==> src/rtl/isa_pkg.sv <==
// Shared ALU/branch ISA definitions: opcode encodings, flag bit positions, flag type.
// Latency: n/a (declarations only).
// Backpressure: n/a.
package isa_pkg;

   localparam int FLAG_W  = 5;

   // Flag register bit positions
   localparam int FLG_OVF = 0;
   localparam int FLG_ABV = 1;
   localparam int FLG_BLW = 2;
   localparam int FLG_EQ  = 3;
   localparam int FLG_ERR = 4;

   typedef logic [FLAG_W-1:0] flags_t;

   // Opcode encodings shared with the ALU
   localparam logic [4:0] OP_ADD  = 5'b00110;
   localparam logic [4:0] OP_SUB  = 5'b00111;
   localparam logic [4:0] OP_MUL  = 5'b01000;
   localparam logic [4:0] OP_DIV  = 5'b01001;
   localparam logic [4:0] OP_CMP  = 5'b01110;
   localparam logic [4:0] OP_JR   = 5'b10000;
   localparam logic [4:0] OP_JPC  = 5'b10001;
   localparam logic [4:0] OP_BRFL = 5'b10010;
   localparam logic [4:0] OP_CALL = 5'b10011;
   localparam logic [4:0] OP_RET  = 5'b10100;
   localparam logic [4:0] OP_NOP  = 5'b10101;

   // Opcodes whose flags come straight from the ALU flag vector
   function automatic logic is_alu_arith(input logic [4:0] op);
      return (op == OP_ADD) || (op == OP_SUB) || (op == OP_MUL) || (op == OP_DIV);
   endfunction

endpackage

==> src/rtl/call_stack.sv <==
// LIFO call/return stack; push/pop ignored when full/empty so contents never corrupt.
// Latency: push/pop take effect on the next rising edge; top is combinational from state.
// Backpressure: none; caller must consult full/empty (illegal requests are dropped).
// Ports: clk, reset (sync, active-high), push/push_dat, pop, full, empty, top (current top entry).
module call_stack #(
   parameter int ADDR_W      = 32,
   parameter int STACK_DEPTH = 8
) (
   input  logic              clk,
   input  logic              reset,
   input  logic              push,
   input  logic [ADDR_W-1:0] push_dat,
   input  logic              pop,
   output logic              full,
   output logic              empty,
   output logic [ADDR_W-1:0] top
);

   localparam int PTR_W = $clog2(STACK_DEPTH);

   // sp counts occupied entries, so it needs one bit more than the index
   logic [PTR_W:0]      sp_q, sp_d;
   logic [ADDR_W-1:0]   mem_q [STACK_DEPTH];
   logic [ADDR_W-1:0]   mem_d [STACK_DEPTH];
   logic [PTR_W-1:0]    top_idx;

   assign full    = (sp_q == (PTR_W+1)'(STACK_DEPTH));
   assign empty   = (sp_q == '0);
   // Wraps correctly when full: low bits are 0, minus one gives DEPTH-1
   assign top_idx = sp_q[PTR_W-1:0] - PTR_W'(1);
   assign top     = mem_q[top_idx];

   always_comb begin
      sp_d  = sp_q;
      mem_d = mem_q;
      if (push && !full) begin
         mem_d[sp_q[PTR_W-1:0]] = push_dat;
         sp_d = sp_q + (PTR_W+1)'(1);
      end else if (pop && !empty) begin
         sp_d = sp_q - (PTR_W+1)'(1);
      end
   end

   always_ff @(posedge clk) begin
      if (reset) begin
         sp_q <= '0;
         for (int i = 0; i < STACK_DEPTH; i++) mem_q[i] <= '0;
      end else begin
         sp_q  <= sp_d;
         mem_q <= mem_d;
      end
   end

endmodule

==> src/rtl/branch_flag_unit.sv <==
// Flag register, branch/jump/call/return resolution and call stack behind the ALU; one next-PC per op.
// Latency: 1 cycle from accept to res_valid with the registered result.
// Backpressure: op_ready = !res_valid | res_ready; a stalled result is held stable and flags/stack freeze.
// Ports: clk, reset; op_valid/op_ready/op_code/op_a/op_b/pc_in/alu_flags in;
//        res_valid/res_ready, pc_next, taken, flags, stack_err out.
module branch_flag_unit
   import isa_pkg::*;
#(
   parameter int ADDR_W      = 32,
   parameter int STACK_DEPTH = 8,
   parameter int PC_INC      = 1
) (
   input  logic              clk,
   input  logic              reset,
   input  logic              op_valid,
   output logic              op_ready,
   input  logic [4:0]        op_code,
   input  logic [ADDR_W-1:0] op_a,
   input  logic [ADDR_W-1:0] op_b,
   input  logic [ADDR_W-1:0] pc_in,
   input  logic [4:0]        alu_flags,
   output logic              res_valid,
   input  logic              res_ready,
   output logic [ADDR_W-1:0] pc_next,
   output logic              taken,
   output logic [4:0]        flags,
   output logic              stack_err
);

   logic              res_valid_q, res_valid_d;
   logic [ADDR_W-1:0] pc_next_q,   pc_next_d;
   logic              taken_q,     taken_d;
   flags_t            flags_q,     flags_d;
   logic              stack_err_q, stack_err_d;

   logic              accept;
   logic [ADDR_W-1:0] seq_pc;
   logic              stk_push, stk_pop, stk_full, stk_empty;
   logic [ADDR_W-1:0] stk_top;
   logic signed [ADDR_W-1:0] a_s, b_s;

   assign op_ready = !res_valid_q || res_ready;
   assign accept   = op_valid && op_ready;
   assign seq_pc   = pc_in + ADDR_W'(PC_INC);
   assign a_s      = $signed(op_a);
   assign b_s      = $signed(op_b);

   call_stack #(
      .ADDR_W      (ADDR_W),
      .STACK_DEPTH (STACK_DEPTH)
   ) u_call_stack (
      .clk      (clk),
      .reset    (reset),
      .push     (stk_push),
      .push_dat (seq_pc),
      .pop      (stk_pop),
      .full     (stk_full),
      .empty    (stk_empty),
      .top      (stk_top)
   );

   always_comb begin
      res_valid_d = res_valid_q && !res_ready;
      pc_next_d   = pc_next_q;
      taken_d     = taken_q;
      flags_d     = flags_q;
      stack_err_d = stack_err_q;
      stk_push    = 1'b0;
      stk_pop     = 1'b0;
      if (accept) begin
         res_valid_d = 1'b1;
         pc_next_d   = seq_pc;
         taken_d     = 1'b0;
         if (is_alu_arith(op_code)) begin
            flags_d = alu_flags;
         end
         case (op_code)
            OP_CMP: begin
               flags_d = '0;
               if (a_s == b_s)     flags_d[FLG_EQ]  = 1'b1;
               else if (a_s > b_s) flags_d[FLG_ABV] = 1'b1;
               else                flags_d[FLG_BLW] = 1'b1;
            end
            OP_JR: begin
               pc_next_d = op_a;
               taken_d   = 1'b1;
            end
            OP_JPC: begin
               // two's-complement add gives the signed offset with natural wrap
               pc_next_d = pc_in + op_b;
               taken_d   = 1'b1;
            end
            OP_BRFL: begin
               // compares against flags as they stood before this op
               if (flags_q == op_b[FLAG_W-1:0]) begin
                  pc_next_d = op_a;
                  taken_d   = 1'b1;
               end
            end
            OP_CALL: begin
               if (!stk_full) begin
                  stk_push  = 1'b1;
                  pc_next_d = op_a;
                  taken_d   = 1'b1;
               end else begin
                  stack_err_d      = 1'b1;
                  flags_d[FLG_ERR] = 1'b1;
               end
            end
            OP_RET: begin
               if (!stk_empty) begin
                  stk_pop   = 1'b1;
                  pc_next_d = stk_top;
                  taken_d   = 1'b1;
               end else begin
                  stack_err_d      = 1'b1;
                  flags_d[FLG_ERR] = 1'b1;
               end
            end
            default: ;
         endcase
      end
   end

   always_ff @(posedge clk) begin
      if (reset) begin
         res_valid_q <= 1'b0;
         pc_next_q   <= '0;
         taken_q     <= 1'b0;
         flags_q     <= '0;
         stack_err_q <= 1'b0;
      end else begin
         res_valid_q <= res_valid_d;
         pc_next_q   <= pc_next_d;
         taken_q     <= taken_d;
         flags_q     <= flags_d;
         stack_err_q <= stack_err_d;
      end
   end

   assign res_valid = res_valid_q;
   assign pc_next   = pc_next_q;
   assign taken     = taken_q;
   assign flags     = flags_q;
   assign stack_err = stack_err_q;

endmodule

==> config.mk <==
export PLATFORM = sky130hd
export DESIGN_NAME = branch_flag_unit
export DESIGN_NICKNAME = d
export VERILOG_FILES = /design/src/rtl/isa_pkg.sv /design/src/rtl/call_stack.sv /design/src/rtl/branch_flag_unit.sv
export SDC_FILE = /design/constraint.sdc
export NUM_CORES = 1
export LEC_CHECK = 0
export CAP_MARGIN = 20
export CORE_ASPECT_RATIO = 0.75
export CORE_MARGIN = 5
export CORE_UTILIZATION = 30
export CTS_CLUSTER_SIZE = 16
export DETAILED_ROUTE_END_ITERATION = 10
export PLACE_DENSITY = 0.49
export SYNTH_ARGS = -nofsm -noshare
export SYNTH_HDL_FRONTEND = slang
export SYNTH_HIERARCHICAL = 1
export SYNTH_SLANG_ARGS = --single-unit
==> constraint.sdc <==
create_clock -name clk -period 3.5 [get_ports clk]
set_input_delay 1.05 -clock clk [delete_from_list [all_inputs] [get_ports clk]]
set_output_delay 1.05 -clock clk [all_outputs]
set_load 0.1 [all_outputs]
**Yosys cells after proc, flatten, opt, wreduce, memory -nomap -nowiden**

Index checks and enable logic that the tools add are counted.

- $add $sub $neg: 5
- $lt $le $gt $ge: 4
- Equality and inequality tests: 15
- Multiplexer cells: 33
- Bitwise operators: 2
- Reduce and logical (&&, ||, !) cells: 20

Operators by type and width:

| cell | number |
|---|---|
| bitwise mux 256 bit | 1 |
| 2-to-1 mux 32 bit | 6 |
| one-hot mux 32 bit (5 select lines) | 1 |
| binary-select mux 32 bit (select 3 bit) | 1 |
| demux 32 bit (select 3 bit) | 1 |
| adder 32 x 1 -> 32 bit (second input constant) | 1 |
| adder 32 bit | 1 |
| == test 32 bit | 1 |
| > comparator 32 bit | 1 |
| == test 5 bit (second input constant) | 5 |
| == test 5 x 4 -> 1 bit (second input constant) | 3 |
| 2-to-1 mux 1 bit | 15 |
| 2-to-1 mux 4 bit | 3 |
| == test 5 x 3 -> 1 bit (second input constant) | 2 |
| >= comparator 4 bit (second input constant) | 2 |
| NOT 3 -> 4 bit | 2 |
| nonzero test 2 bit | 3 |
| == test 5 bit | 1 |
| logical AND 1 bit | 5 |
| 2-to-1 mux 5 bit | 1 |
| adder 4 x 1 -> 4 bit (second input constant) | 1 |
| == test 4 bit (second input constant) | 1 |
| logical NOT 1 bit | 4 |
| logical NOT 4 bit | 1 |
| 12 further kinds | 16 |

- Flip-flop bits (word level): 300
- Word-level logic and storage cells: 94

**Logic depth before layout (Yosys ltp)**

Gate-level depths: netlist of run 1.

- Depth in word-level cells: 7
- Gate-level depth with buffers: 14

**Modules after synthesis**

The synthesis of run 1 kept the hierarchy.

By module, submodules not included:

| module | instances | cells an instance | area an instance (um2) |
|---|---|---|---|
| call_stack | 1 | 1310 | 11383.4 |
| branch_flag_unit | 1 | 774 | 5686.7 |

**Worst setup path before layout of run 1**

OpenSTA, ideal clock, no wires.

- Kind: input to register
- Start point: input res_ready
- End point: register u_call_stack.sp_q[3]
- Arrival: 4.498 ns
- Data required time: 3.397 ns
- Setup slack: -1.102 ns
- Cell stages on the path: 12
- Path through: nand2b_1 > nand2_1 > clkbuf_1 > buf_1 > nor3_1 > buf_2 > nand2b_1 > ha_1 > a21o_1 > a21o_1 > a31o_2 > a2111oi_2

- Longest elaborated chain between the ends: 5
- Elaborated cells between the ends (all ways): 8
- Classes of those cells: mux: 3; reduce/logical: 5

Ends and longest elaborated chain:

| what | RTL line | source |
|---|---|---|
| start, declared | branch_flag_unit.sv:23 | `input logic res_ready,` |
| logical OR 1 bit * | branch_flag_unit.sv:42 | `assign op_ready = !res_valid_q \|\| res_ready;` |
| logical AND 1 bit * | branch_flag_unit.sv:43 | `assign accept = op_valid && op_ready;` |
| 2-to-1 mux 1 bit * | branch_flag_unit.sv:70 | `if (accept) begin` |
| named net stk_push | branch_flag_unit.sv:38 | `logic stk_push, stk_pop, stk_full, stk_empty;` |
| logical AND 1 bit * | call_stack.sv:36 | `if (push && !full) begin` |
| 2-to-1 mux 4 bit / nonzero test 2 bit (equally long branches) | - |  |
| end signal, assigned | call_stack.sv:49 | `sp_q <= sp_d;` |
| end, declared | call_stack.sv:22 | `logic [PTR_W:0] sp_q, sp_d;` |

Mark *: on every way through the listed nets, which the timed path passes. The rest lies on a longest branch.
A chain may end at the register's enable or synchronous reset.

**Final worst setup path of run 1**

- Start point: input op_b[1]
- End point: register pc_next_q[25], in the netlist pc_next[25]

- Longest elaborated chain between the ends: 3
- Elaborated cells between the ends (all ways): 4
- Classes of those cells: add/sub: 1; eq/ne: 1; mux: 2

Ends and longest elaborated chain:

| what | RTL line | source |
|---|---|---|
| start, declared | branch_flag_unit.sv:19 | `input logic [ADDR_W-1:0] op_b,` |
| branches (longest 2 deep; another with adder 32 bit) | - |  |
| one-hot mux 32 bit (5 select lines) * | branch_flag_unit.sv:77 | `case (op_code)` |
| end signal, assigned | branch_flag_unit.sv:134 | `pc_next_q <= pc_next_d;` |
| end, declared | branch_flag_unit.sv:31 | `logic [ADDR_W-1:0] pc_next_q, pc_next_d;` |

Mark *: on every way between the ends.

==> results of run 1 <==
==> timing repair <==
item / CTS / global route
setup endpoints to repair: 5 / 10
hold buffers: 0 / 0
pin swaps: 1 / 2
resized for setup: 2 / 4
cloned: 0 / 0
setup buffers: 1 / 0
==> layout make-up <==
cell class	count	area share
clock buffer	44	0.0413
clock inverter	10	0.00553
inverter	58	0.00982
multi-input combinational	1556	0.453
sequential	300	0.271
tap	731	0.0413
timing repair buffer	444	0.178
==> kinds of logic (layout without fill, tap and decap cells) <==
family / after synthesis / in the layout / synth area share
compound gates: 505 / 505 / 0.181
xor+xnor: 57 / 57 / 0.0292
fa+ha+maj: 69 / 69 / 0.0515
buf+inv: 228 / 556 / 0.0660
flops: 300 / 300 / 0.352
mux: 105 / 105 / 0.114
simple gates: 820 / 820 / 0.207
==> Yosys cell counts (7+ instances only) <==
cell,n
o21ai_0,33
mux2_2,30
dfxtp_1,300
xnor2_1,38
mux4_2,55
a222oi_1,14
a21o_1,23
nor3_1,24
a21oi_1,313
buf_2,38
mux4_1,9
nor2b_1,11
clkbuf_1,79
buf_4,39
xor2_1,19
a221o_1,14
o21a_1,7
a22oi_1,11
and4_1,10
nand3_1,39
a221oi_1,18
inv_1,58
mux2i_1,7
a211oi_1,10
nand4_1,20
nor2_1,71
and3_1,20
buf_6,10
nand2b_1,14
a31oi_1,10
nand2_1,572
ha_1,67
==> routing by layer <==
metal	share of wire	vias to the layer above	track usage
met5	0	-	0
met4	0.022	0	0.0428
met3	0.061	83	0.0263
met2	0.43	534	0.304
met1	0.48	8024	0.307
li1	-	7906	-
==> report_power, final <==
part	total (mW)	leakage [nW]	internal [mW]	switching, mW
Combinational	1.53	5.49	0.633	0.897
Clock	3.41	0.503	1.96	1.45
Sequential	3.47	2.42	3.44	0.0264
Total	8.41	8.42	6.03	2.37
==> critical path, delay by kind of cell <==
kind / cells / cell delay, ps
simple gates: 2 / 610
buf+inv: 3 / 830
fa+ha+maj: 1 / 280
compound gates: 5 / 1150
==> worst max-delay path by stage <==
stage          slack, ps  cells past startpoint                    to  startpoint
2_1_floorplan          6                     12  u_call_stack/sp_q[3]   res_ready
4_1_cts               10                     13           pc_next[26]     op_b[0]
6_report              50                     11           pc_next[25]     op_b[1]
3_3_place_gp        -740                     13           pc_next[26]    pc_in[0]
3_5_place_dp        -710                     13           pc_next[26]    pc_in[0]
5_1_grt              -20                     12           pc_next[31]     op_b[1]
==> flip-flops by register name, summed over array words and instances (netlist names) <==
| signal | cells |
|---|---|
| pc_next | 32 |
| u_call_stack/sp_q | 4 |
| taken | 1 |
| flags | 5 |
| u_call_stack/mem_q | 256 |
| stack_err | 1 |
| res_valid | 1 |
==> results.md, run 1 <==
Worst setup path:
- The type of element capturing the critical path is a flop.
- Across all register-to-register paths, the minimum setup slack is 460 ps.
- The slowest stage of the critical path belongs to the cell clkdlybuf4s50_1.
- On the worst path, the slowest cell contributes a delay of 450 ps.
- The maximum fanout encountered on the critical timing path is 3.
- STA classifies the critical path startpoint as a primary input.
- The launching point of the worst reg2reg path is u_call_stack/sp_q[0].
- Walking the worst path, the cells encountered are clkdlybuf4s50_1 > buf_4 > ha_1 > a21oi_2 > o211ai_2 > a31oi_1 > o311ai_0 > buf_4 > nand2_1 > or4_1 > a311oi_1.
- The number of cells traversed by the worst register-to-register path is 12.
- Data on the critical path is required at its endpoint by 3990 ps.
- The worst setup path is of the primary input to flop kind.
- The endpoint identified for the worst register-to-register timing path is u_call_stack/sp_q[3].
- The critical path arrival is 3930 ps.
- Among the stages of the critical path, the cell type that occurs most often is buf_4.

Job:
- The count of max-cap constraint violations is 0.

Cells and area:
- For this run, the post-layout net count is 2,569.
- Leaving out fill and tap cells, the most frequent cells in the layout are nand2_1 (571), a21oi_1 (311), buf_4 (309).
- The final core utilization is 0.395.
- The design area is 0.0222 mm2.
- The share of layout cells above drive strength 1 is 0.212.
- In the final layout, the multi-input gates occupy 0.0100 mm2.
- The area growth from synthesis to final layout is 29.9%.
- The repair_antennas step left the layout with diodes totalling 0.
- The number of standard cells in the final layout excluding fillers is 3,143.
- Counting the fill cells in the layout gives 5,751.
- The library cell used most frequently in the layout, excluding fill and tap cells, is nand2_1.
- The sequential cell area is 0.00601 mm2.

GRT:
- The via count of the first global-routing pass is 15,814.
- In the global route stage, overall resource usage came out at 0.201.
- The number of antenna violations at the first check in global routing came to 0.
- The largest net degree at the start of global routing is 98.
- The final global-route overflow total is 0.
- The first-pass GRT wire length is 98,000 um.

Die:
- The width of the chip is 285 um.
- The die covers 0.0618 mm2.
- The vertical die dimension is 217 um.
- The placement row count is 75.
- The area inside the core boundary is 0.0561 mm2.
- The I/O pin total is 151.
- The initial cell density of the core is 0.304.

CTS:
- TritonCTS created 30 clock buffers.
- The register clock-pin slew on the reported worst setup and hold paths is 80 ps.
- The buffer levels on the longest clock path is 3.
- The level count of the clock H-tree is 1.
- TritonCTS built the clock tree.
- For the worst-skew pair, the clock arrives at the later sink with an insertion delay of 590 ps.
- The total clock sinks is 300.
- The clock tree root buffer cell is clkbuf_16.

Timing:
- The total count of max-transition violations in the final report is 0.
- On the final layout, the worst clock skew is 29.9 ps.
- The final worst-path cycle share is 0.985.
- Summed over all failing endpoints, the final setup total negative slack is 0 ps.
- The slack of the critical path is 54.1 ps.
- The total setup violations reported at the end of the flow is 0.
- The worst slew margin relative to its limit is 0.564.
- For the finished layout, the period the worst path requires is 3450 ps.
- Setup repair after global routing could not meet its margin everywhere.
- The number of hold-slack violations in the final timing report came to 0.
- For the pin with the worst max-slew slack, the measured transition is 654 ps.
- Hold timing on the final database bottoms out at a slack of 450 ps.
- Timing would allow up to 0.290 GHz.

Status:
- The flow ran to the end, and the final reports show no timing, DRC or antenna violations.

Logic synthesis:
- Of the synthesized area, sequential elements account for 0.352.
- Each instance of the synthesized netlist takes up on average 8.19 um2.
- The number of warnings reported in the yosys synthesis log is 6.
- Counting flops with a built-in enable in the synthesized netlist gives 0.
- Sorting the synthesized cells by area gives the leading types as dfxtp_1 (35%), nand2_1 (13%), a21oi_1 (9.2%), mux4_2 (7.3%), ha_1 (4.9%).
- Synthesis produced a netlist whose cell count is 2,084.
- The net count after synthesis is 2,263.
- The synthesized design contains 300 register bits.
- The most frequently used flop master after synthesis is dfxtp_1.
- The biggest area contributor in the post-synthesis netlist is dfxtp_1.
- The async set-or-reset flop fraction in the synthesized netlist is 0.
- The count of different cell masters after synthesis is 82.
- Summing every instance area after synthesis gives 0.0171 mm2.
- The share of Yosys cell area claimed by the top area cell type is 0.352.

Power:
- The leakage power is 8.42 nW.
- The total design power is 8.41 mW.
- The maximum vdd ir drop is 0.406 mV.
- Power spread over the standard cell area amounts to 379 mW/mm2.

Placement:
- The placement-stage cell area is 0.0211 mm2.
- In this run, placement finished with an instance count of 3,088.
- The number of port buffers is 150.
- The sum of net half-perimeters after detailed placement is 47,600 um.
- The worst setup slack before clock tree synthesis is -711 ps.
- The placer's final routability congestion estimate is 0.928.

Drt:
- In the routed design, unresolved DRC markers number 0.
- The first-pass iteration count of the detailed router is 5.
- The violation count after the first detailed-route iteration is 1,514.
- The total via count after detailed routing is 16,547.
- The remaining antenna violation count after routing is 0.
- Dividing the detail-routed wire length by the instance count gives 20.8 um.
- The final routed wirelength across all metal layers is 65,300 um.
- Using the TritonRoute via totals, the vias-per-cell ratio works out to 5.26.

Hold path:
- The number of cells on the worst hold path is 2.
- The path class of the tightest hold or removal check is flop to flop.
- The startpoint identified for the worst hold timing path is u_call_stack/mem_q[38].
- For hold timing, the worst endpoint is u_call_stack/mem_q[38].
(Power assumes the default switching activity.)
==> run 2: changes to the inputs <==
CORE_ASPECT_RATIO = 0.6   (was 0.75)
==> results.md, run 2 (same netlist as run 1, synthesis figures left out) <==
Placement:
- During placement, the flow inserted port buffers numbering 150.
- Once detailed placement completed, the half-perimeter wirelength came to 48,400 um.
- The placement-stage cell area is 0.0211 mm2.
- The number of cells in the design after placement is 3,120.
- At the end of routability-driven placement, the weighted congestion stood at 0.969.

Die:
- The area enclosed by the die boundary is 0.0619 mm2.
- The placement row count is 67.
- The area inside the core boundary is 0.0561 mm2.
- The I/O pin total is 151.
- The die is 318 um wide.
- The initial utilization of the core area, before any placement, comes to 0.304.
- The die is 195 um tall.

CTS:
- The number of setup buffers added after CTS is 0.
- The count of hold-fix buffers inserted at cts is 0.
- In this run the number of H-tree levels came out at 1.
- Counting every sink on the clock net gives 300.
- TritonCTS built the clock tree.
- Buffers inserted during clock tree synthesis total 28.
- The clock tree root buffer cell is clkbuf_16.
- After clock tree synthesis, the clock-pin slew on the worst setup and hold paths is 70 ps.
- The clock reaches the later pin of the worst-skew pair after 580 ps.
- The buffer levels on the longest clock path is 3.
- Gates resized during post-CTS repair numbered 0.

Job:
- The count of max-cap constraint violations is 0.

Worst setup path:
- The count of buffer and inverter cells on the critical path is 3.
- The kind of launch point of the worst setup path is a primary input.
- The delay of the slowest cell on the worst path is 460 ps.
- The number of cells on the critical path is 11.
- Counting cells, the worst reg-to-reg path comes to 9.
- The maximum fanout encountered on the critical timing path is 11.
- The signal on the critical path passes through clkdlybuf4s50_1 > buf_4 > xor2_1 > nor3_1 > nand3_1 > o2111ai_2 > o21ai_2 > a221o_1 > a221oi_1 > buf_4 > nor3_1.
- In this design, the largest share of critical-path delay is due to compound AO/OA/AOI/OAI gates.
- The endpoint required time on the critical path is 3910 ps.
- STA puts the critical path data arrival time at 3830 ps.
- The kind of critical path is primary input to flop.
- STA classifies the critical path endpoint as a flop.
- The slowest stage of the critical path is the clkdlybuf4s50_1 cell.

Cells and area:
- The library cell used most frequently in the layout, excluding fill and tap cells, is nand2_1.
- The top cell types in the final layout, fill and taps aside, are nand2_1 (571), buf_4 (314), a21oi_1 (309).
- The number of antenna diodes in the final layout is 0.
- Excluding fillers, the count of instances in the completed layout stands at 3,172.
- The net count reported at finish is 2,570.
- The register with the most flip-flops in the layout has 256 of them.
- The share of layout cells above drive strength 1 is 0.215.
- From synthesis to final layout, the design area changed by 29.9%.
- Counting flops per register, the top entry is u_call_stack/mem_q.
- With fillers left out, the area of the finished cells amounts to 0.0222 mm2.

Status:
- The run finished with clean final reports.

Power:
- The design internal power is 5.98 mW.
- The leakage power is 8.41 nW.
- The power per cell area is 379 mW/mm2.
- Of the total power, the share spent switching nets is 0.289.
- IR analysis of the VDD net gives a maximum drop of 0.326 mV.
- The combinational group share of total power is 0.185.
- Of the total power, the clock network draws 0.403.
- The sequential cell fraction of total power is 0.412.
- The net switching component of the power is 2.43 mW.

Timing:
- Across the routed clock network, the largest skew measured is 23.1 ps.
- Setup repair after global routing left no endpoint under its margin.
- The shortest period the worst path allows is 3410 ps.
- Of the available clock period, the critical path in the final layout requires 0.975.
- The worst slew margin relative to its limit is 0.505.
- The transition time of the tightest slew-check pin is 742 ps.
- The total count of max-transition violations in the final report came to 0.
- The number of hold-slack violations in the final timing report is 0.
- The worst hold margin is 452 ps.
- Setup violations remaining at the end of the flow were counted as 0.
- The maximum clock frequency is 0.293 GHz.

Drt:
- The routed length per placed instance is 21.3 um.
- The final route contains 16,613 vias.
- The first detailed-routing pass took 5 iterations.
- The violation count after the first detailed-route iteration is 1,673.
- Using the TritonRoute via totals, the vias-per-cell ratio works out to 5.24.
- The number of design rule violations left after detail routing is 0.
- The final routed wirelength across all metal layers is 67,600 um.
- In this run the remaining antenna-violating nets after routing total 0.

GRT:
- The first-pass GRT wire length is 102,000 um.
- The final global-route overflow total is 0.
- The number of antenna violations at the first check in global routing was 0.
- The via count of the first global-routing pass came to 16,177.
- The combined global-route utilization of all metal layers is 0.209.
- The largest net degree at the start of global routing is 114.

Hold path:
- The worst hold-check path type is flop to flop.
- The number of cells on the worst hold path is 2.
run 2: worst reg2reg max path: cells and delay by family, from the launching register on:
family	cells	cell delay, ps
compound gates	2	740
mux	2	700
buf+inv	3	670
fa+ha+maj	1	390
flops	1	340
simple gates	1	40
run 2: worst paths after layout:
check	to	start	slack, ps
hold / removal	u_call_stack/mem_q[123]	u_call_stack/mem_q[123]	450
hold reg to reg	u_call_stack/mem_q[123]	u_call_stack/mem_q[123]	450
setup / recovery	pc_next[10]	op_b[2]	90
setup reg to reg	pc_next[10]	u_call_stack/sp_q[1]	460
run 2: per-layer routing:
metal | routed length (um) | track usage
met5 | 0 | 0
met1 | 33000 | 0.320
met2 | 28400 | 0.308
met3 | 5250 | 0.0412
met4 | 942 | 0.0309
run 2: cell type report:
cell class	count	area (um2)
tap	759	950
sequential	300	6010
inverter	58	218
fill	5687	33900
clock inverter	18	214
timing repair buffer	447	3930
multi-input combinational	1556	10100
clock buffer	34	785
run 2: power by group through the flow:
stage / sequential [mW] / clock [mW] / combinational [mW]
floorplan: 3.74 / 0 / 0.610
global placement: 3.54 / 0 / 1.52
detailed placement: 3.54 / 0 / 1.52
CTS: 3.47 / 3.46 / 1.53
global route: 3.47 / 3.61 / 1.65
finish: 3.47 / 3.39 / 1.56
run 2: through the flow:
| stage | total power, mW | utilization | setup TNS (ps) | setup slack, ps |
|---|---|---|---|---|
| floorplan | 4.35 | - | 0 | 6.21 |
| CTS | 8.45 | 0.395 | 0 | 117 |
| global placement | 5.06 | 0.377 | -14990 | -534 |
| detailed placement | 5.06 | 0.377 | -14020 | -484 |
| global route | 8.72 | 0.395 | 0 | 25.1 |
| finish | 8.41 | 0.395 | 0 | 88.3 |
==> run 3: changes to the inputs <==
CORE_UTILIZATION = 53   (was 30)
PLACE_DENSITY = 0.77   (was 0.49)
==> results.md, run 3 (same netlist as run 1, synthesis figures left out) <==
Drt:
- The ratio of routed vias to standard cells is 6.15.
- The final routed wirelength across all metal layers is 60,500 um.
- In this run, the number of DRC markers left after iteration 0 of detailed routing was 2,278.
- The total via count after detailed routing is 17,169.
- For this run, design rule violations remaining after detail routing come to 0.
- In this run the remaining antenna-violating nets after routing total 0.
- The first-pass iteration count of the detailed router is 9.
- Dividing the detail-routed wire length by the instance count gives 21.7 um.

Power:
- The combinational group share of total power is 0.173.
- Of the total power, the share spent switching nets is 0.276.
- The maximum vdd ir drop is 0.415 mV.
- The share of total power dissipated in sequential elements is 0.405.
- Dividing total power by cell area gives a power density of 399 mW/mm2.
- The share of total power in the clock network is 0.422.
- The leakage power is 8.24 nW.
- Summed over all nets, the switching power comes to 2.36 mW.
- The internal power of the cells totals 6.20 mW.

Cells and area:
- The area growth from synthesis to final layout is 25.7%.
- The most common cell after layout, fill and taps aside is nand2_1.
- In the layout the commonest cells are nand2_1 (571), a21oi_1 (312), dfxtp_1 (298).
- The area taken by multi-input logic gates is 0.0100 mm2.
- Leaving out filler cells and counting taps, the final layout contains 2,791.
- In the final layout, flip-flops and latches occupy 0.00601 mm2.
- The number of flip-flops under the largest register name is 256.
- Counting flops per register, the top entry is u_call_stack/mem_q.
- The net count reported at finish is 2,530.
- In the final layout, the share of cells above drive strength 1 is 0.200.
- The layout has 2,502 filler cells.

GRT:
- The number of antenna violations at the first check in global routing was 3.
- The first global-routing pass estimated 93,000 um of wire.
- Global routing finished with a remaining overflow of 0.
- The via count of the first global-routing pass is 16,618.
- Across every metal layer, demand over resource in global routing totals 0.322.
- Entering global routing, the biggest net connects 120 pins.

CTS:
- The buffer levels on the longest clock path is 3.
- The total clock sinks is 300.
- In this run, post-CTS hold repair placed 0 buffers.
- CTS placed an instance of clkbuf_16 at the clock tree root.
- TritonCTS built the clock tree.
- Once the clock tree was built, the setup fixing pass inserted 0 buffers.
- Clock-pin slew was measured on the worst setup and hold paths at 70 ps.
- Counting the buffers created by CTS gives 29.
- In this run the number of H-tree levels came out at 1.
- The insertion delay to the later sink of the worst-skew pair is 570 ps.

Job:
- Across the run, the number of max-cap violations was 0.

Die:
- The die covers 0.0360 mm2.
- The width of the chip is 242 um.
- The initial utilization of the core area, before any placement, comes to 0.542.
- The placement row count is 50.
- The total area inside the core boundary comes to 0.0315 mm2.
- The die is 149 um tall.
- The I/O pin total is 151.

Worst setup path:
- The number of cells traversed by the worst register-to-register path is 12.
- The maximum fanout encountered on the critical timing path is 3.
- The critical path arrival is 3820 ps.
- The critical path contains buffers and inverters numbering 3 combined.
- The cell class contributing the biggest share of worst-path delay is compound AO/OA/AOI/OAI gates.
- The delay of the slowest cell on the worst path is 530 ps.
- The worst setup path is launched from a primary input.
- Walking the worst path, the cells encountered are clkdlybuf4s50_1 > ha_1 > inv_1 > fa_1 > nand2b_1 > a21oi_2 > o21ai_2 > a211oi_2 > buf_4 > nor2_1 > o21a_1 > a222oi_1 > a21oi_1.
- STA classifies the critical path endpoint as a flop.
- The endpoint required time on the critical path is 3940 ps.
- The critical path in this run is classified as primary input to flop.
- Counting buffers and inverters, the worst setup path is 13 cells deep.
- The highest-delay cell along the critical path is clkdlybuf4s50_1.

Placement:
- The placer's final routability congestion estimate is 0.991.
- The number of cells in the design after placement is 2,736.
- The sum of net half-perimeters after detailed placement is 42,000 um.
- The number of port buffers is 150.
- Before CTS, the worst setup slack after placement is -503 ps.

Timing:
- Hold is met by 452 ps.
- The slack of the critical path is 121 ps.
- Measured against its own limit, the worst slew margin works out to 0.499.
- The shortest period the worst path allows is 3380 ps.
- The number of hold-slack violations in the final timing report is 0.
- The total setup violations reported at the end of the flow is 0.
- For the final database, setup skew stands at 13.9 ps.
- The total count of max-transition violations in the final report is 0.
- The summed negative setup slack over all endpoints is 0 ps.
- In the finished design, the share of the clock period the worst path needs comes to 0.965.
- Static timing analysis puts the maximum clock frequency at 0.296 GHz.
- The transition time of the tightest slew-check pin is 752 ps.

Hold path:
- The number of cells on the worst hold path is 2.
- The worst hold-check path type is flop to flop.

Status:
- The run finished with clean final reports.
## run 3: cell count changes in the layout (fill, tap and decap cells not counted), moves of 2 or more
cell and change:
o21ai_0 +2, buf_4 -37, a21oi_2 -3, bufinv_16 +3
clkinvlp_4 -3, a21oi_1 +3, o21ai_1 -2, buf_12 -4
## run 3: final timing paths
kind                                start                 endpoint  slack (ps)
setup / recovery                  op_b[0]              pc_next[26]         120
hold / removal    u_call_stack/mem_q[109]  u_call_stack/mem_q[109]         450
setup reg to reg     u_call_stack/sp_q[1]     u_call_stack/sp_q[3]         230
hold reg to reg   u_call_stack/mem_q[109]  u_call_stack/mem_q[109]         450
## run 3: power groups by stage
stage	logic (mW)	registers, mW	clock network, mW
floorplan	0.610	3.74	0
global placement	1.41	3.54	0
detailed placement	1.43	3.54	0
CTS	1.44	3.47	3.64
global route	1.56	3.47	3.81
finish	1.48	3.47	3.62
## run 3: area by class of cell
type / count / share of cell area
Clock buffer: 35 / 0.0373
Clock inverter: 19 / 0.0137
Timing Repair Buffer: 406 / 0.167
Multi-Input combinational cell: 1556 / 0.468
Sequential cell: 300 / 0.280
Tap cell: 416 / 0.0243
Inverter: 58 / 0.0101
Antenna cell: 1 / 0.000117
## run 3: per-stage QoR
| stage | area [um2] | total power [mW] | util |
|---|---|---|---|
| after floorplan | 17100 | 4.35 | - |
| after global placement | 20400 | 4.96 | 0.647 |
| after detailed placement | 20400 | 4.97 | 0.647 |
| after CTS | 21400 | 8.55 | 0.682 |
| after global routing | 21500 | 8.84 | 0.682 |
| final | 21500 | 8.56 | 0.682 |
## run 3: worst register-to-register path, cell delays in order, from the launching register on
cell and delay (ps):
dfxtp_1 350, inv_1 130, ha_2 250, nor2b_1 160, and2_1 200, nand3b_1 250
nor3_4 320, nand2b_4 90, ha_1 290, a21o_1 220, a2111oi_2 470, a211oi_1 130
a2111oi_2 310
## run 3: repair_timing
action	CTS	global route
endpoints found under the setup margin	0	5
resized for setup	0	4
endpoints found under the hold margin	0	0
## run 3: routing by layer
| metal | vias up | global-route usage | share of wire |
|---|---|---|---|
| li1 | 7831 | - | - |
| met1 | 8214 | 0.453 | 0.41 |
| met2 | 947 | 0.493 | 0.44 |
| met3 | 173 | 0.0740 | 0.11 |
| met4 | 4 | 0.110 | 0.034 |
| met5 | - | 0 | 0.00036 |
